[config.mk]
export PLATFORM = sky130hd
export DESIGN_NAME = uart_receiver_ash_flat
export DESIGN_NICKNAME = d
export VERILOG_FILES = /design/src/rtl/uart_receiver_ash_if.sv /design/src/rtl/uart_receiver_ash.sv /design/src/flat_wrapper.sv
export SDC_FILE = /design/constraint.sdc
export NUM_CORES = 1
export LEC_CHECK = 0
export CELL_PAD_IN_SITES_DETAIL_PLACEMENT = 0
export CELL_PAD_IN_SITES_GLOBAL_PLACEMENT = 2
export CORE_MARGIN = 2
export CORE_UTILIZATION = 41
export DETAILED_ROUTE_END_ITERATION = 12
export GPL_ROUTABILITY_DRIVEN = 0
export GPL_TIMING_DRIVEN = 1
export PLACE_DENSITY_LB_ADDON = 0.1
export SYNTH_ARGS = -nofsm -noshare
export SYNTH_HDL_FRONTEND = slang
export SYNTH_SLANG_ARGS = --single-unit
export TNS_END_PERCENT = 20
[constraint.sdc]
create_clock -name clk -period 5.5 [get_ports clk]
set_input_delay 0.55 -clock clk [delete_from_list [all_inputs] [get_ports clk]]
set_output_delay 0.55 -clock clk [all_outputs]
set_load 0.05 [all_outputs]
[src/rtl/uart_receiver_ash_if.sv]
// Receiver-side signal bundle: serial line in, received byte and status out.
// master = receiver, slave = line driver / consumer.
interface uart_receiver_ash_if;
  logic       RXD;
  logic [7:0] RX_Data;
  logic       data_valid;
  logic       parity_error;
  logic       framing_error;
  logic       busy;

  modport master (input RXD, output RX_Data, data_valid, parity_error, framing_error, busy);
  modport slave  (output RXD, input RX_Data, data_valid, parity_error, framing_error, busy);
endinterface

[src/rtl/uart_receiver_ash.sv]
// UART receiver: start, 8 data bits LSB first, even parity, stop.
// Samples once per bit at the mid-point found from the start-bit edge.
module uart_receiver_ash #(
  parameter int CLKS_PER_BIT = 16
) (
  input  logic                 clk,
  input  logic                 reset,
  uart_receiver_ash_if.master  rx
);
  localparam int HALF = (CLKS_PER_BIT - 1) / 2;
  localparam int CW   = (CLKS_PER_BIT > 1) ? $clog2(CLKS_PER_BIT) : 1;
  localparam logic [CW-1:0] LAST   = CW'(CLKS_PER_BIT - 1);
  localparam logic [CW-1:0] HALF_C = CW'(HALF);

  typedef enum logic [2:0] {S_IDLE, S_START, S_DATA, S_PARITY, S_STOP, S_RECOVER} state_t;

  state_t        r_state, w_next;
  logic [1:0]    r_sync;
  logic [CW-1:0] r_cnt, w_cnt_nxt;
  logic [2:0]    r_idx, w_idx_nxt;
  logic [7:0]    r_shift, r_data;
  logic          r_par, r_dv, r_pe, r_fe;
  logic          w_rx_s, w_bit_done, w_shift_en, w_par_en, w_stop_en;

  assign w_rx_s     = r_sync[1];
  assign w_bit_done = (r_cnt == LAST);

  always_ff @(posedge clk or posedge reset) begin
    if (reset) begin
      r_state <= S_IDLE;
      r_cnt   <= '0;
      r_idx   <= '0;
    end else begin
      r_state <= w_next;
      r_cnt   <= w_cnt_nxt;
      r_idx   <= w_idx_nxt;
    end
  end

  always_comb begin
    w_next     = r_state;
    w_cnt_nxt  = r_cnt;
    w_idx_nxt  = r_idx;
    w_shift_en = 1'b0;
    w_par_en   = 1'b0;
    w_stop_en  = 1'b0;
    case (r_state)
      S_IDLE: if (!w_rx_s) begin
        // With HALF==0 the first low cycle is itself the start sample.
        if (HALF == 0) begin
          w_next    = S_DATA;
          w_cnt_nxt = '0;
          w_idx_nxt = '0;
        end else begin
          w_next    = S_START;
          w_cnt_nxt = CW'(1);
        end
      end
      S_START: begin
        if (r_cnt == HALF_C) begin
          w_cnt_nxt = '0;
          w_idx_nxt = '0;
          w_next    = w_rx_s ? S_IDLE : S_DATA;
        end else begin
          w_cnt_nxt = r_cnt + CW'(1);
        end
      end
      S_DATA: begin
        if (w_bit_done) begin
          w_shift_en = 1'b1;
          w_cnt_nxt  = '0;
          if (r_idx == 3'd7) w_next = S_PARITY;
          else               w_idx_nxt = r_idx + 3'd1;
        end else begin
          w_cnt_nxt = r_cnt + CW'(1);
        end
      end
      S_PARITY: begin
        if (w_bit_done) begin
          w_par_en  = 1'b1;
          w_cnt_nxt = '0;
          w_next    = S_STOP;
        end else begin
          w_cnt_nxt = r_cnt + CW'(1);
        end
      end
      S_STOP: begin
        if (w_bit_done) begin
          w_stop_en = 1'b1;
          w_cnt_nxt = '0;
          w_next    = w_rx_s ? S_IDLE : S_RECOVER;
        end else begin
          w_cnt_nxt = r_cnt + CW'(1);
        end
      end
      S_RECOVER: if (w_rx_s) w_next = S_IDLE;
      default: w_next = S_IDLE;
    endcase
  end

  // Synchroniser resets high so releasing reset never looks like a start edge.
  always_ff @(posedge clk or posedge reset) begin
    if (reset) begin
      r_sync  <= 2'b11;
      r_shift <= '0;
      r_par   <= 1'b0;
      r_data  <= '0;
      r_dv    <= 1'b0;
      r_pe    <= 1'b0;
      r_fe    <= 1'b0;
    end else begin
      r_sync <= {r_sync[0], rx.RXD};
      r_dv   <= w_stop_en;
      if (w_shift_en) r_shift[r_idx] <= w_rx_s;
      if (w_par_en)   r_par <= w_rx_s;
      if (w_stop_en) begin
        r_data <= r_shift;
        r_pe   <= (^r_shift) ^ r_par;
        r_fe   <= ~w_rx_s;
      end
    end
  end

  assign rx.RX_Data       = r_data;
  assign rx.data_valid    = r_dv;
  assign rx.parity_error  = r_pe;
  assign rx.framing_error = r_fe;
  assign rx.busy          = (r_state != S_IDLE);
endmodule

[src/flat_wrapper.sv]
// flat-port wrapper written by rule: the top's interface ports become plain ports
module uart_receiver_ash_flat 
#(
  parameter int CLKS_PER_BIT = 16
)
  (clk, reset, rx_RXD, rx_RX_Data, rx_data_valid, rx_parity_error, rx_framing_error, rx_busy);
  uart_receiver_ash_if rx_i ();
  input  logic clk;
  input  logic reset;
  input wire logic [$bits(rx_i.RXD)-1:0] rx_RXD;
  output wire logic [$bits(rx_i.RX_Data)-1:0] rx_RX_Data;
  output wire logic [$bits(rx_i.data_valid)-1:0] rx_data_valid;
  output wire logic [$bits(rx_i.parity_error)-1:0] rx_parity_error;
  output wire logic [$bits(rx_i.framing_error)-1:0] rx_framing_error;
  output wire logic [$bits(rx_i.busy)-1:0] rx_busy;
  assign rx_i.RXD = rx_RXD;
  assign rx_RX_Data = rx_i.RX_Data;
  assign rx_data_valid = rx_i.data_valid;
  assign rx_parity_error = rx_i.parity_error;
  assign rx_framing_error = rx_i.framing_error;
  assign rx_busy = rx_i.busy;
  uart_receiver_ash #(.CLKS_PER_BIT(CLKS_PER_BIT)) u_core (.clk(clk), .reset(reset), .rx(rx_i));
endmodule
# Yosys cells after proc, flatten, opt, wreduce, memory -nomap -nowiden
# Index checks and enable logic that the tools add are counted.
dict set report totals {
  input_bits 3
  register_bits 32
  word_cells 67
  out_inout_bits 12
}
dict set report op_classes {
  muxes 25
  n_addsub 2
  n_reduce_logical 10
  bitwise 2
  n_lt_le_gt_ge 2
  n_eq_ne 16
}
# cell n
set ops {}
lappend ops {{$mux W3} 11}
lappend ops {{$pmux W3 S6} 1}
lappend ops {{$mux W4} 3}
lappend ops {{$ne A2 B1 Y1 const B} 6}
lappend ops {{$pmux W4 S3} 1}
lappend ops {{$eq A3 B3 Y1 const B} 3}
lappend ops {{$bwmux W8} 1}
lappend ops {{$reduce_xor A8 Y1} 1}
lappend ops {{$reduce_and A7 Y1} 1}
lappend ops {{$eq A3 B2 Y1 const B} 2}
lappend ops {{$pmux W3 S2} 1}
lappend ops {{$reduce_bool A3 Y1} 2}
lappend ops {{$mux W1} 5}
lappend ops {{$add A4 B1 Y4 const B} 1}
lappend ops {{$eq A4 B3 Y1 const B} 1}
lappend ops {{$eq A4 B4 Y1 const B} 1}
lappend ops {{$lt A3 B4 Y1 const B} 1}
lappend ops {{$ne A2 B2 Y1 const B} 2}
lappend ops {{$reduce_and A4 Y1} 1}
lappend ops {{$add A3 B1 Y3 const B} 1}
lappend ops {{$demux W1 S3} 1}
lappend ops {{$eq A3 B1 Y1 const B} 1}
lappend ops {{$ge A3 B1 Y1 const B} 1}
lappend ops {{$logic_not A3 Y1} 1}
lappend ops {{7 further kinds} 7}

# Longest topological paths before layout
# Gate-level depths: netlist (run 1).
dict set report depth {
  depth_word 5
  ltp_mapped 7
}

# Least setup slack after synthesis (run 1)
# No wires, ideal clock.
dict set report synth_timing {
  path_kind {register -> register}
  from {register u_core.r_idx[0]}
  to {register u_core.r_idx[0]}
  setup_time_ns 0.125
  path_buffers 0
  path_slack_ns 3.611
  period_less_slack_ns 1.889
  path_stages_with_launch 7
  t_arrival_ns 1.764
  cell_sequence {dfrtp_1 -> ha_1 -> ha_1 -> and4bb_2 -> a21oi_1 -> or3_1 -> mux2_2}
}
dict set report synth_via {
  elab_chain_cells 4
  elab_cells_between_ends 7
}
# item line
set synth_lines {}
lappend synth_lines {{start: declaration} uart_receiver_ash.sv:20} ;# logic [2:0] r_idx, w_idx_nxt;
lappend synth_lines {{start signal: assignment} uart_receiver_ash.sv:36} ;# r_idx <= w_idx_nxt;
lappend synth_lines {{$add A3 B1 Y3} uart_receiver_ash.sv:73} ;# else w_idx_nxt = r_idx + 3'd1;
lappend synth_lines {{$mux W3} uart_receiver_ash.sv:72} ;# if (r_idx == 3'd7) w_next = S_PARITY;
lappend synth_lines {{$mux W3} uart_receiver_ash.sv:69} ;# if (w_bit_done) begin
lappend synth_lines {{$pmux W3 S2} uart_receiver_ash.sv:47} ;# case (r_state)
# Several ways; a longest one is shown, not always the timed one. The select of a mux whose other input is x is not followed.
# A chain may end at the register's enable or synchronous reset.

# Worst setup path in the final report (run 1)
dict set report layout_timing {
  from {register u_core.r_state[2]}
  to {output port rx_busy}
}
dict set report layout_via {
  elab_chain_cells 1
}
# item line
set layout_lines {}
lappend layout_lines {{start: declaration} uart_receiver_ash.sv:17} ;# state_t r_state, w_next;
lappend layout_lines {{start signal: assignment} uart_receiver_ash.sv:34} ;# r_state <= w_next;
lappend layout_lines {{$reduce_bool A3 Y1} uart_receiver_ash.sv:128} ;# assign rx.busy = (r_state != S_IDLE);
lappend layout_lines {{end: declaration} flat_wrapper.sv:15} ;# output wire logic [$bits(rx_i.busy)-1:0] rx_busy;
# No other way between the ends.

==> impl_metrics.yaml, run 1 <==
clock_tree:
  postCtsSetupBuffers: 0
  postCtsHoldBufs: 0
  clkLatencyLatePin_ns: 0.28
  cts_resized: 0
  clockBufferDepth: 2
  numCtsBuffers: 5
  clk_pin_slew_worst_paths_ns: 0.07
  cts_tree: "done"
  cts-root-buf: "clkbuf_8"
  htreeDepth: 2
  cts.sinks: 32
place:
  placed_cell_area_um2: 1810
  place_inst: 198
  numPortBuffers: 14
  hpwl_um: 2270
logic_synthesis:
  yosys_warnings: 0
  syn-instance-count: 143
  syn_area_um2: 1670
  ys_ff_latch: 32
  postSynth.asyncResetShare: 1.00
  ys.flop_type: "dfrtp_1"
  synthTopCellsByArea: "dfrtp_1, mux2_2, mux2_4"
  synth_seq_area_share: 0.481
  synth_fa_ha_area_frac: 0.0225
  ys_types: 47
  synth_edf_count: 0
  synth_top_family_by_area: "simple AND/OR/NAND/NOR gates"
  synth-compound-area-share: 0.111
  synth_simple_gate_area_frac: 0.142
  synth_top_area_frac: 0.449
  syn_nets: 149
  synth.area.mux_share: 0.137
  synth_xor_xnor_area_share: 0.0554
  syn_avg_cell_area_um2: 11.7
  yosysTopAreaCell: "dfrtp_1"
critical_path:
  cp.required_ns: 4.95
  path_max_fanout: 19
  reg2reg_slack_ns: 3.41
  crit_type: "flop to output port"
  reg2reg_to: "u_core.r_par"
  worstReg2RegStart: "u_core.r_cnt[0]"
  worstSetupStartpointType: "flop"
  ff2ff_path_depth: 4
  cp_data_arrival_time_ns: 2.08
  cp-end-kind: "output port"
floorplan:
  die_area_um2: 4600
  die_h_um: 67.8
  io_pins: 15
  start_util: 0.421
  chipWidth_um: 67.8
  core_area_um2: 3970
  rows: 23
pwr:
  p_total_uw: 767
  ir_drop_v: 0.000186
  p_leak_uw: 0.000876
  combPwrFrac: 0.296
  sw_frac_of_total: 0.346
  power_density_nw_per_um2: 398
  p_int_uw: 501
  power.switching_uw: 265
  seq_power_share: 0.412
  clockPowerShare: 0.292
grt:
  grtUsageMet3: 0.0510
  gr-usage-met2: 0.273
  grt_pass1_wl_um: 5420
  grtUsageMet1: 0.202
  grt_use_total: 0.165
  antenna_found_initial: 0
  grt-ovfl-total: 0
  grt_pass1_vias: 1071
  busiest_layer: "met2"
  grt_max_degree: 24
timing:
  clock.fmax_ghz: 0.380
  fin_crit_ns: 2.63
  maxSlewViolCount: 0
  fin_crit_sh: 0.479
  max_slew_margin: 0.592
  skew_ns: 0.00457
  rsz0062_at_grt: "false"
  setup_viol: 0
  setup_tns_ns: 0
  worst_slew_pin_slew_ns: 0.607
  hold_viol: 0
detailed_routing:
  drt-initial-drc-count: 61
  post_drt_wl_per_cell_um: 15.9
  num_vias: 1148
  drtAntennaViolNets: 0
  drt-total-wl_um: 3270
  first_pass_iters: 4
  avgViaCountPerCell: 5.57
  drc: 0
finish:
  final_cell_count_no_fill: 206
  stdcell_area_um2: 1920
  drive_gt1_frac: 0.224
  nets: 161
  syn_to_final_growth_pct: 15.2
  fin_util: 0.485
  antenna_cells: 0
worst_hold_path:
  min_to: "u_core.r_sync[1]"
  hold_path_class: "flop to flop"
  worstHoldStart: "u_core.r_sync[0]"
  hold_path_depth: 0
job:
  max_cap_viol_count: 0
run_status:
  outcome: "completed"
synth_stat cells, drive strengths merged (2+ instances only):
cell,instances
o31ai,2
inv,5
dfrtp,30
dfstp,2
nor4,3
a211oi,2
nor2,4
xor2,3
nand3b,3
a21oi,4
ha,3
nor3,2
nand3,6
xnor2,5
or3,3
mux2i,3
mux2,16
nand2b,2
buf,5
a22o,2
o21ai,10
clkbuf,5
a311oi,2
nand2,7
critical path: stages, from the launching register on:
cell	delay, ns
dfrtp_1	0.59
or3_1	0.49
clkdlybuf4s50_1	0.72
sequential cells by signal (all words and copies together) (netlist names), 2 cells and up:
| name | cells |
|---|---|
| u_core.r_cnt | 4 |
| u_core.rx.RX_Data | 8 |
| u_core.r_idx | 3 |
| u_core.r_sync | 2 |
| u_core.r_state | 3 |
| u_core.r_shift | 8 |
stage by stage:
step                      hold WS, ns  worst slack [ns]
after global placement          0.347              3.20
after floorplan                 0.345              3.61
after detailed placement        0.348              3.20
after CTS                       0.358              2.88
after global routing            0.364              2.81
final                           0.360              2.87
area by class of cell:
type                    instances  area (µm²)
clock buffers                   5        68.8
multi-input cells              96         781
repair buffers                 15         148
inverters                       5        18.8
flip-flops and latches         32         803
clock inverters                 3        42.5
fillers                       371        2050
well taps                      50        62.6
cells by family after synthesis:
kind of cell | count (synthesis)
DFF | 32
muxes | 19
adders and majority gates | 3
buffers and inverters | 15
AOI/OAI and AO/OA | 28
xor gates and xnor gates | 9
and+or+nand+nor | 37
placed cells by master, fill, tap and decap left out, drive strengths merged, types with 2 or more instances in the layout:
master         count
o21ai             10
inv                5
a311oi             2
a22o               2
nand2b             2
xor2               3
nand2              7
nor4               3
dfstp              2
mux2i              3
clkbuf             5
nand3              6
a21oi              4
mux2              16
dfrtp             30
o31ai              2
xnor2              5
ha                 3
clkdlybuf4s50     14
or3                3
a211oi             2
nor3               2
nor2               4
nand3b             3
worst max path at each step:
stage,from,end,cells past startpoint
4_1_cts,u_core.r_state[2],rx_busy,2
2_1_floorplan,u_core.r_idx[0],u_core.r_idx[0],6
6_report,u_core.r_state[2],rx_busy,2
3_3_place_gp,u_core.r_state[2],rx_busy,2
5_1_grt,u_core.r_state[2],rx_busy,2
3_5_place_dp,u_core.r_state[2],rx_busy,2
layer usage:
layer / up-vias / wire [µm]
met1: 563 / 1420
li1: 541 / -
met4: 0 / 45
met3: 6 / 174
met5: - / 0
met2: 38 / 1620
power groups by stage:
stage / clock (µW) / combinational [µW] / sequential [µW]
after floorplan: 0 / 223 / 285
after global placement: 0 / 222 / 319
final: 224 / 227 / 316
after CTS: 228 / 230 / 315
after detailed placement: 0 / 228 / 318
after global routing: 239 / 251 / 323
No activity file was read; power rests on OpenSTA's default activity.
==> run 2: changes to the inputs <==
Settings changed: CORE_UTILIZATION 41 to 38.
Clock period 5.5 ns to 2.6 ns, I/O delays scaled along.
==> run 2 against run 1 <==
Against the previous run:
- clock power is 63% higher
- largest cell class unchanged
- sequential share of layout area is 0.44 points higher
- first-iteration DRC count is 16% lower
- global-route usage is 1.3 points lower
- non-clock buffer count is 1 higher
- sequential power is 110% higher
- highest routed layer unchanged
- final cell count is 1.5% higher
- worst hold slack worse by 0.0016 ns
- via count is 0.70% lower
- flip-flop and latch count stayed put
- clock skew is 0.0012 ns lower
==> impl_metrics.yaml, run 2 (same netlist as run 1, synthesis figures left out) <==
finish:
  antenna_cells: 0
  fin_util: 0.443
  mostFrequentLayoutCells: "dfrtp_1, clkdlybuf4s50_1, mux2_2, o21ai_0, nand2_1"
  syn_to_final_growth_pct: 14.0
  n_fill_cell: 415
  nets: 162
  final_common_cell: "dfrtp_1"
  stdcell_area_um2: 1900
  drive_gt1_frac: 0.217
critical_path:
  path_max_fanout: 14
  slowest_stage: "clkdlybuf4s50_1"
  critical_path.top_delay_family: "buffers and inverters"
  cp_cell_sequence: "or3_1 -> clkdlybuf4s50_1"
  cp_data_arrival_time_ns: 2.00
  cp-endpoint: "rx_busy"
  reg2reg_to: "u_core.r_idx[0]"
  worstReg2RegStart: "u_core.r_idx[0]"
  cp.depth: 2
  crit_type: "flop to output port"
  cp-end-kind: "output port"
  worstSetupStartpointType: "flop"
  slowest_delay_ns: 0.73
  cp.required_ns: 2.34
  reg2reg_slack_ns: 0.57
  critPathLaunch: "u_core.r_state[0]"
  ff2ff_path_depth: 6
  crit_buf_inv: 1
clock_tree:
  postCtsHoldBufs: 0
  postCtsSetupBuffers: 0
  cts_tree: "done"
  htreeDepth: 2
  clk_pin_slew_worst_paths_ns: 0.06
  numCtsBuffers: 5
  cts.sinks: 32
  cts_resized: 0
  cts-root-buf: "clkbuf_8"
  clkLatencyLatePin_ns: 0.28
  clockBufferDepth: 2
grt:
  grt_max_degree: 33
  grt_pass1_wl_um: 5840
  grt_use_total: 0.152
  antenna_found_initial: 0
  grt-ovfl-total: 0
  grt_pass1_vias: 1152
detailed_routing:
  num_vias: 1140
  avgViaCountPerCell: 5.45
  first_pass_iters: 4
  drt-total-wl_um: 3330
  drc: 0
  drtAntennaViolNets: 0
  drt-initial-drc-count: 51
  post_drt_wl_per_cell_um: 15.9
timing:
  max_slew_margin: 0.669
  hold_viol: 0
  skew_ns: 0.00339
  worst_slew_pin_slew_ns: 0.495
  clock.fmax_ghz: 0.443
  rsz0062_at_grt: "false"
  fin_crit_ns: 2.26
  fin_ws_ns: 0.341
  fin_crit_sh: 0.869
  setup_viol: 0
  setup_tns_ns: 0
  maxSlewViolCount: 0
job:
  max_cap_viol_count: 0
place:
  placed_cell_area_um2: 1820
  place_ws_ns: 0.584
  hpwl_um: 2250
  numPortBuffers: 14
floorplan:
  chipWidth_um: 70.3
  rows: 24
  die_h_um: 70.3
  start_util: 0.389
  core_area_um2: 4290
  io_pins: 15
  die_area_um2: 4940
pwr:
  power_density_nw_per_um2: 796
  p_total_uw: 1520
  ir_drop_v: 0.000409
  p_leak_uw: 0.000870
run_status:
  outcome: "completed"
worst_hold_path:
  hold_path_class: "flop to flop"
run 2: cell count changes in the layout (fill, tap and decap cells not counted), sizes merged:
cell	delta
buf	+1
bufinv	-1
clkinvlp	-1
clkbuf	+2
run 2: cell type report:
type,count,area [µm²],area share
flip-flops and latches,32,803,0.422
multi-input cells,96,781,0.410
repair buffers,16,155,0.0815
clock buffers,7,76.3,0.0401
well taps,52,65.1,0.0342
inverters,5,18.8,0.00986
clock inverters,1,5.00,0.00263
run 2: worst register-to-register path, delay by kind of cell, from the launching register on:
kind	cells	cell delay [ns]
flip-flops	1	0.47
AO/OA/AOI/OAI	1	0.03
adder cells (fa/ha/maj)	2	0.47
AND/OR/NAND/NOR	2	0.67
multiplexers	1	0.28
run 2: report_power, final:
group / internal (µW) / switching [µW]
combinational: 223 / 257
sequential: 554 / 115
clock: 188 / 179
total: 965 / 551
run 2: layer usage:
layer,part of all wire,GRT usage,routed length (µm)
met1,0.47,0.194,1560
met2,0.47,0.244,1570
met3,0.040,0.0404,132
met4,0.019,0.0641,63
met5,0,0,0
run 2: worst min path at each step:
stage	from	slack, ns	end	cells after the start
after floorplan	rx_RXD	0.26	u_core.r_sync[0]	0
after global placement	u_core.r_sync[0]	0.35	u_core.r_sync[1]	0
after detailed placement	u_core.r_sync[0]	0.35	u_core.r_sync[1]	0
after CTS	u_core.r_sync[0]	0.36	u_core.r_sync[1]	0
after global routing	u_core.r_sync[0]	0.36	u_core.r_sync[1]	0
final	u_core.r_sync[0]	0.36	u_core.r_sync[1]	0
run 2: stage by stage:
stage	hold WS, ns	instances
floorplan	0.264	143
global placement	0.346	201
detailed placement	0.353	201
CTS	0.364	209
global route	0.362	209
finish	0.359	209
